File: src/rtl/tmul_pkg.sv
`default_nettype none
// ============================================================================
// Module      : tmul_pkg
// Description : Shared constants and row type for the FP16 tile-multiplier drain.
// Revision    : 1.0
// ============================================================================
package tmul_pkg;
    localparam int FP16_W       = 16;
    localparam int ROW_LANES    = 32;
    localparam int ROW_W        = FP16_W * ROW_LANES;
    localparam int TMUL_LATENCY = 15;

    typedef logic [ROW_W-1:0] row_t;
endpackage
`default_nettype wire

File: src/rtl/tmul_row_fifo.sv
`default_nettype none
// ============================================================================
// Module      : tmul_row_fifo
// Description : Synchronous row FIFO; pointers reset, storage does not.
// Revision    : 1.0
// ============================================================================
module tmul_row_fifo
    import tmul_pkg::*;
#(
    parameter int WIDTH = $bits(row_t),
    parameter int DEPTH = 4
) (
    input  logic             clk,
    input  logic             rst,
    input  logic             push,
    input  logic [WIDTH-1:0] din,
    input  logic             pop,
    output logic [WIDTH-1:0] head,
    output logic             empty,
    output logic             full
);
    localparam int C_AW = $clog2(DEPTH);

    logic [WIDTH-1:0] r_mem [DEPTH];
    logic [C_AW:0]    r_wr;
    logic [C_AW:0]    r_rd;

    always_ff @(posedge clk) begin
        if (push) begin
            r_mem[r_wr[C_AW-1:0]] <= din;
        end
    end

    // One extra pointer bit distinguishes full from empty.
    always_ff @(posedge clk or negedge rst) begin
        if (!rst) begin
            r_wr <= '0;
            r_rd <= '0;
        end else begin
            if (push) r_wr <= r_wr + 1'b1;
            if (pop)  r_rd <= r_rd + 1'b1;
        end
    end

    assign head  = r_mem[r_rd[C_AW-1:0]];
    assign empty = (r_wr == r_rd);
    assign full  = (r_wr[C_AW] != r_rd[C_AW]) && (r_wr[C_AW-1:0] == r_rd[C_AW-1:0]);
endmodule
`default_nettype wire

File: src/rtl/tmul_row_drain.sv
`default_nettype none
// ============================================================================
// Module      : tmul_row_drain
// Description : Tracks rows through the TMUL chain, buffers them and serializes onto a stream.
// Revision    : 1.0
// ============================================================================
module tmul_row_drain #(
    parameter int ROW_W   = tmul_pkg::ROW_W,
    parameter int OUT_W   = 64,
    parameter int LATENCY = tmul_pkg::TMUL_LATENCY,
    parameter int DEPTH   = 4
) (
    input  logic                     clk,
    input  logic                     rst,
    input  logic                     in_valid,
    output logic                     issue_ready,
    input  logic [ROW_W-1:0]         row_product,
    output logic                     out_valid,
    input  logic                     out_ready,
    output logic [OUT_W-1:0]         out_data,
    output logic                     out_last,
    output logic [$clog2(DEPTH):0]   occupancy,
    output logic                     ovf
);
    import tmul_pkg::*;

    localparam int                C_BEATS     = ROW_W / OUT_W;
    localparam int                C_BEAT_W    = (C_BEATS > 1) ? $clog2(C_BEATS) : 1;
    localparam int                C_OCC_W     = $clog2(DEPTH) + 1;
    localparam logic [C_BEAT_W-1:0] C_LAST_BEAT = C_BEAT_W'(C_BEATS - 1);
    localparam logic [C_OCC_W-1:0]  C_DEPTH     = C_OCC_W'(DEPTH);

    logic [LATENCY-1:0]  r_vline;
    logic [C_OCC_W-1:0]  r_occ;
    logic                r_ovf;
    logic [C_BEAT_W-1:0] r_beat;
    logic                w_acc;
    logic                w_push;
    logic                w_hs;
    logic                w_pop;
    logic                w_empty;
    logic                w_full;
    logic [ROW_W-1:0]    w_head;

    assign issue_ready = (r_occ < C_DEPTH);
    assign w_acc       = in_valid & issue_ready;

    // Accepted issues ride a delay line that mirrors the TMUL register chain.
    generate
        if (LATENCY == 1) begin : g_vline_single
            always_ff @(posedge clk or negedge rst) begin
                if (!rst) r_vline <= '0;
                else      r_vline <= w_acc;
            end
        end else begin : g_vline_shift
            always_ff @(posedge clk or negedge rst) begin
                if (!rst) r_vline <= '0;
                else      r_vline <= {r_vline[LATENCY-2:0], w_acc};
            end
        end
    endgenerate

    assign w_push = r_vline[LATENCY-1];

    always_ff @(posedge clk or negedge rst) begin
        if (!rst) begin
            r_occ <= '0;
            r_ovf <= 1'b0;
        end else begin
            if (w_acc && !w_pop)      r_occ <= r_occ + C_OCC_W'(1);
            else if (!w_acc && w_pop) r_occ <= r_occ - C_OCC_W'(1);
            if (in_valid && !issue_ready) r_ovf <= 1'b1;
        end
    end

    assign occupancy = r_occ;
    assign ovf       = r_ovf;

    tmul_row_fifo #(
        .WIDTH (ROW_W),
        .DEPTH (DEPTH)
    ) u_fifo (
        .clk   (clk),
        .rst   (rst),
        .push  (w_push),
        .din   (row_product),
        .pop   (w_pop),
        .head  (w_head),
        .empty (w_empty),
        .full  (w_full)
    );

    assign out_valid = !w_empty;
    assign w_hs      = out_valid & out_ready;
    assign w_pop     = w_hs & (r_beat == C_LAST_BEAT);
    assign out_last  = out_valid & (r_beat == C_LAST_BEAT);
    assign out_data  = out_valid ? w_head[r_beat*OUT_W +: OUT_W] : '0;

    always_ff @(posedge clk or negedge rst) begin
        if (!rst)      r_beat <= '0;
        else if (w_hs) r_beat <= w_pop ? '0 : r_beat + C_BEAT_W'(1);
    end

    // Credits bound rows in flight plus buffered, so a capture never finds the FIFO full.
    a_no_overflow: assert property (@(posedge clk) disable iff (!rst) !(w_push && w_full));
endmodule
`default_nettype wire
File: config.mk
export PLATFORM = sky130hd
export DESIGN_NAME = tmul_row_drain
export DESIGN_NICKNAME = d
export VERILOG_FILES = /design/src/rtl/tmul_pkg.sv /design/src/rtl/tmul_row_fifo.sv /design/src/rtl/tmul_row_drain.sv
export SDC_FILE = /design/constraint.sdc
export NUM_CORES = 2
export LEC_CHECK = 0
export BUFFER_PORTS_ARGS = -buffer_cell sky130_fd_sc_hd__buf_2
export CELL_PAD_IN_SITES_DETAIL_PLACEMENT = 1
export CELL_PAD_IN_SITES_GLOBAL_PLACEMENT = 1
export CORE_MARGIN = 4
export CORE_UTILIZATION = 55
export CTS_BUF_LIST = sky130_fd_sc_hd__clkbuf_4 sky130_fd_sc_hd__clkbuf_8
export DETAILED_ROUTE_END_ITERATION = 16
export PLACE_DENSITY = 0.91
export SYNTH_ARGS = -nofsm -noshare
export SYNTH_HDL_FRONTEND = slang
export SYNTH_SLANG_ARGS = --single-unit
File: constraint.sdc
create_clock -name clk -period 17.92 [get_ports clk]
set_input_delay 3.584 -clock clk [delete_from_list [all_inputs] [get_ports clk]]
set_output_delay 3.584 -clock clk [all_outputs]
set_load 0.01 [all_outputs]
==> impl_metrics.tcl <==
set metrics [dict create \
    status "complete, no violations" \
    wl_um 245600 \
    fmax_mhz 99.74 \
    grt_max_degree 152 \
    worstMarginPinSlew_ns 1.244 \
    p_per_area_mw_per_mm2 163.7 \
    rsz0062_at_grt "false" \
    place.gp.congestion 0.7866 \
    p_sw_frac 0.3346 \
    start_util 0.5555 \
    synth_cells 3271 \
    grt_pass1_wl_um 327500 \
    p_switching_mw 4.951 \
    nNetsFinal 4593 \
    postCtsSetupRepairBufs 0 \
    area_growth_pct 14.49 \
    arrival_ns 6.44 \
    numCtsBuffers 336 \
    period_needed_ns 10.03 \
    hold_viol 0 \
    hold_buffers 0 \
    syn_nets 3796 \
    mostFrequentLayoutCell "edfxtp_1" \
    wl_per_cell_um 38.72 \
    p_clk_frac 0.272 \
    synth-edff-count 2048 \
    ys.flop_type "edfxtp_1" \
    drive_gt1_frac 0.4049 \
    path_class "flop to output pin" \
    p_comb_frac 0.297 \
    cp.required_ns 14.34 \
    crit_path_end_kind "output pin" \
    io_pins 587 \
    finalSetupTns_ns 0 \
    htree_levels 5 \
    slew_headroom 0.1705 \
    p_int_mw 9.848 \
    peakVddDrop_mv 0.1166 \
    cts_tree "built" \
    p_leak_nw 29.35 \
    rows 138 \
    route.detailed.drc 0 \
    clk_pin_slew_ns 0.07 \
    ant_nets 0 \
    clk_path_buf_depth 4 \
    die_x_um 386.9 \
    grt-ovfl-total 0 \
    crit_fanout 107 \
    syn_area_per_cell_um2 24.13 \
    yosysSeqAreaShare 0.7879 \
    worstSkewPairLatency_ns 1.06 \
    drv_cap 0 \
    dp_cells 5620 \
    slew_violations 0 \
    mostFrequentLayoutCells "2048 x edfxtp_1, 586 x buf_2, 551 x mux4_2, 341 x clkbuf_8, 89 x clkbuf_4" \
    sequentialPowerShare 0.432 \
    period_share 0.5595 \
    fin_worst_skew_ns 0.1067 \
    grt_pass1_vias 43940 \
    setup_viol 0 \
    vias 42020 \
    async_reset_ff_frac 0.01349 \
    dr.pass1.iters 6 \
    die_area_mm2 0.1497 \
    synth_area_mm2 0.07894 \
    ys_warn_count 0 \
    holdCritPathClass "flop to flop" \
    antenna_found_initial 166 \
    numClockSinks 2076 \
    cts_resized 0 \
    dp_hpwl_um 133000 \
    numPortBuffers 586 \
    final_cells 6343 \
    ys_seq_elements 2076 \
    grt_use_total 0.3076 \
    cp-start-kind "flop" \
    viasPerCell 6.625 \
    synth_cell_types 37 \
    fp.dieH_um 386.9 \
    core_mm2 0.1421 \
    fill_cells 11660 \
    drt_iter0_markers 5754 \
    root_buffer "clkbuf_8" \
]
-- cells in the mapped netlist (18+ instances only) --
cell type / count / share of area
dfrtp_1: 28 / 0.0089
clkbuf_1: 54 / 0.0026
edfxtp_1: 2048 / 0.78
nor2_1: 34 / 0.0016
mux2i_1: 85 / 0.011
buf_2: 63 / 0.0040
buf_1: 18 / 0.00086
mux4_2: 551 / 0.16
o2111ai_1: 25 / 0.0028
o22ai_1: 41 / 0.0032
nand2_1: 70 / 0.0033
a21oi_1: 36 / 0.0023
buf_4: 28 / 0.0027
mux2_2: 53 / 0.0076
-- metrics by stage --
step                      hold slack (ns)  power [mW]  utilization  setup WS [ns]  area [um^2]
after floorplan                    0.3312       9.393            -          4.801        78940
after global placement             0.3347       10.33       0.5901          9.011        83860
after detailed placement           0.3396       10.60       0.5901          8.979        83860
after CTS                          0.2870       14.66       0.6334          7.730        90000
after global routing               0.2999       15.27       0.6352          7.398        90270
final                              0.2894       14.80       0.6360          7.894        90380
-- kinds of logic (layout without fill, tap and decap cells) --
group / after synthesis / count (layout) / synth area share
other: 0 / 151 / 0
and+or+nand+nor: 150 / 150 / 0.008305
xor gates and xnor gates: 10 / 10 / 0.001110
muxes: 689 / 689 / 0.1755
buffers and inverters: 181 / 1212 / 0.01208
DFF: 2076 / 2076 / 0.7879
adders and majority gates: 9 / 9 / 0.001522
AOI/OAI and AO/OA: 156 / 156 / 0.01357
-- worst max-delay path: stages (launching register included) --
cell and delay (ns):
dfrtp_4 0.91, buf_4 0.81, buf_12 0.67, buf_4 0.89, mux4_2 0.65, nor2b_1 0.19, a211oi_1 0.41, a21oi_1 0.16
a22o_1 0.33, buf_2 0.15
-- routing by layer --
layer	wire length, um	part of all wire	global-route usage
met2	122700	0.50	0.5015
met3	25830	0.11	0.08549
met1	79810	0.32	0.3726
met5	391	0.0016	0
met4	16890	0.069	0.1779
-- path summary, 6_finish.rpt --
kind                                     start                   end  slack, ns  cells past startpoint
worst max-delay path            u_fifo.r_rd[0]          out_data[32]       7.89                      9
worst min-delay path                r_vline[2]            r_vline[3]       0.29                      0
worst max register to register  u_fifo.r_wr[0]  u_fifo.r_mem[2][304]      13.39                      6
worst min register to register      r_vline[2]            r_vline[3]       0.29                      0
max in group asynchronous                  rst             r_beat[0]      14.68                      1
min in group asynchronous                  rst          occupancy[0]       2.68                      1
-- final cells by class --
cell class                      count  area, um^2  area share
Clock buffer                      430        5361     0.05932
Antenna cell                      151       377.9    0.004181
Tap cell                         1890        2365     0.02616
Clock inverter                    142       785.8    0.008694
Inverter                            6       23.77   0.0002630
Multi-Input combinational cell   1014       15810      0.1749
Timing Repair Buffer              634        3443     0.03810
Sequential cell                  2076       62220      0.6884
-- power by group through the flow --
stage / combinational (mW) / clock (mW) / sequential (mW)
floorplan: 2.77 / 0 / 6.62
global placement: 4.00 / 0 / 6.33
detailed placement: 4.18 / 0 / 6.42
CTS: 4.32 / 3.99 / 6.35
global route: 4.57 / 4.30 / 6.41
finish: 4.39 / 4.02 / 6.39
-- flip-flops by register name, indices dropped and copies added (netlist names) --
signal and cells:
u_fifo.r_mem 2048, r_vline 15, occupancy 3, r_beat 3, u_fifo.r_rd 3, u_fifo.r_wr 3, ovf 1
No activity file was read; power rests on OpenSTA's default activity.
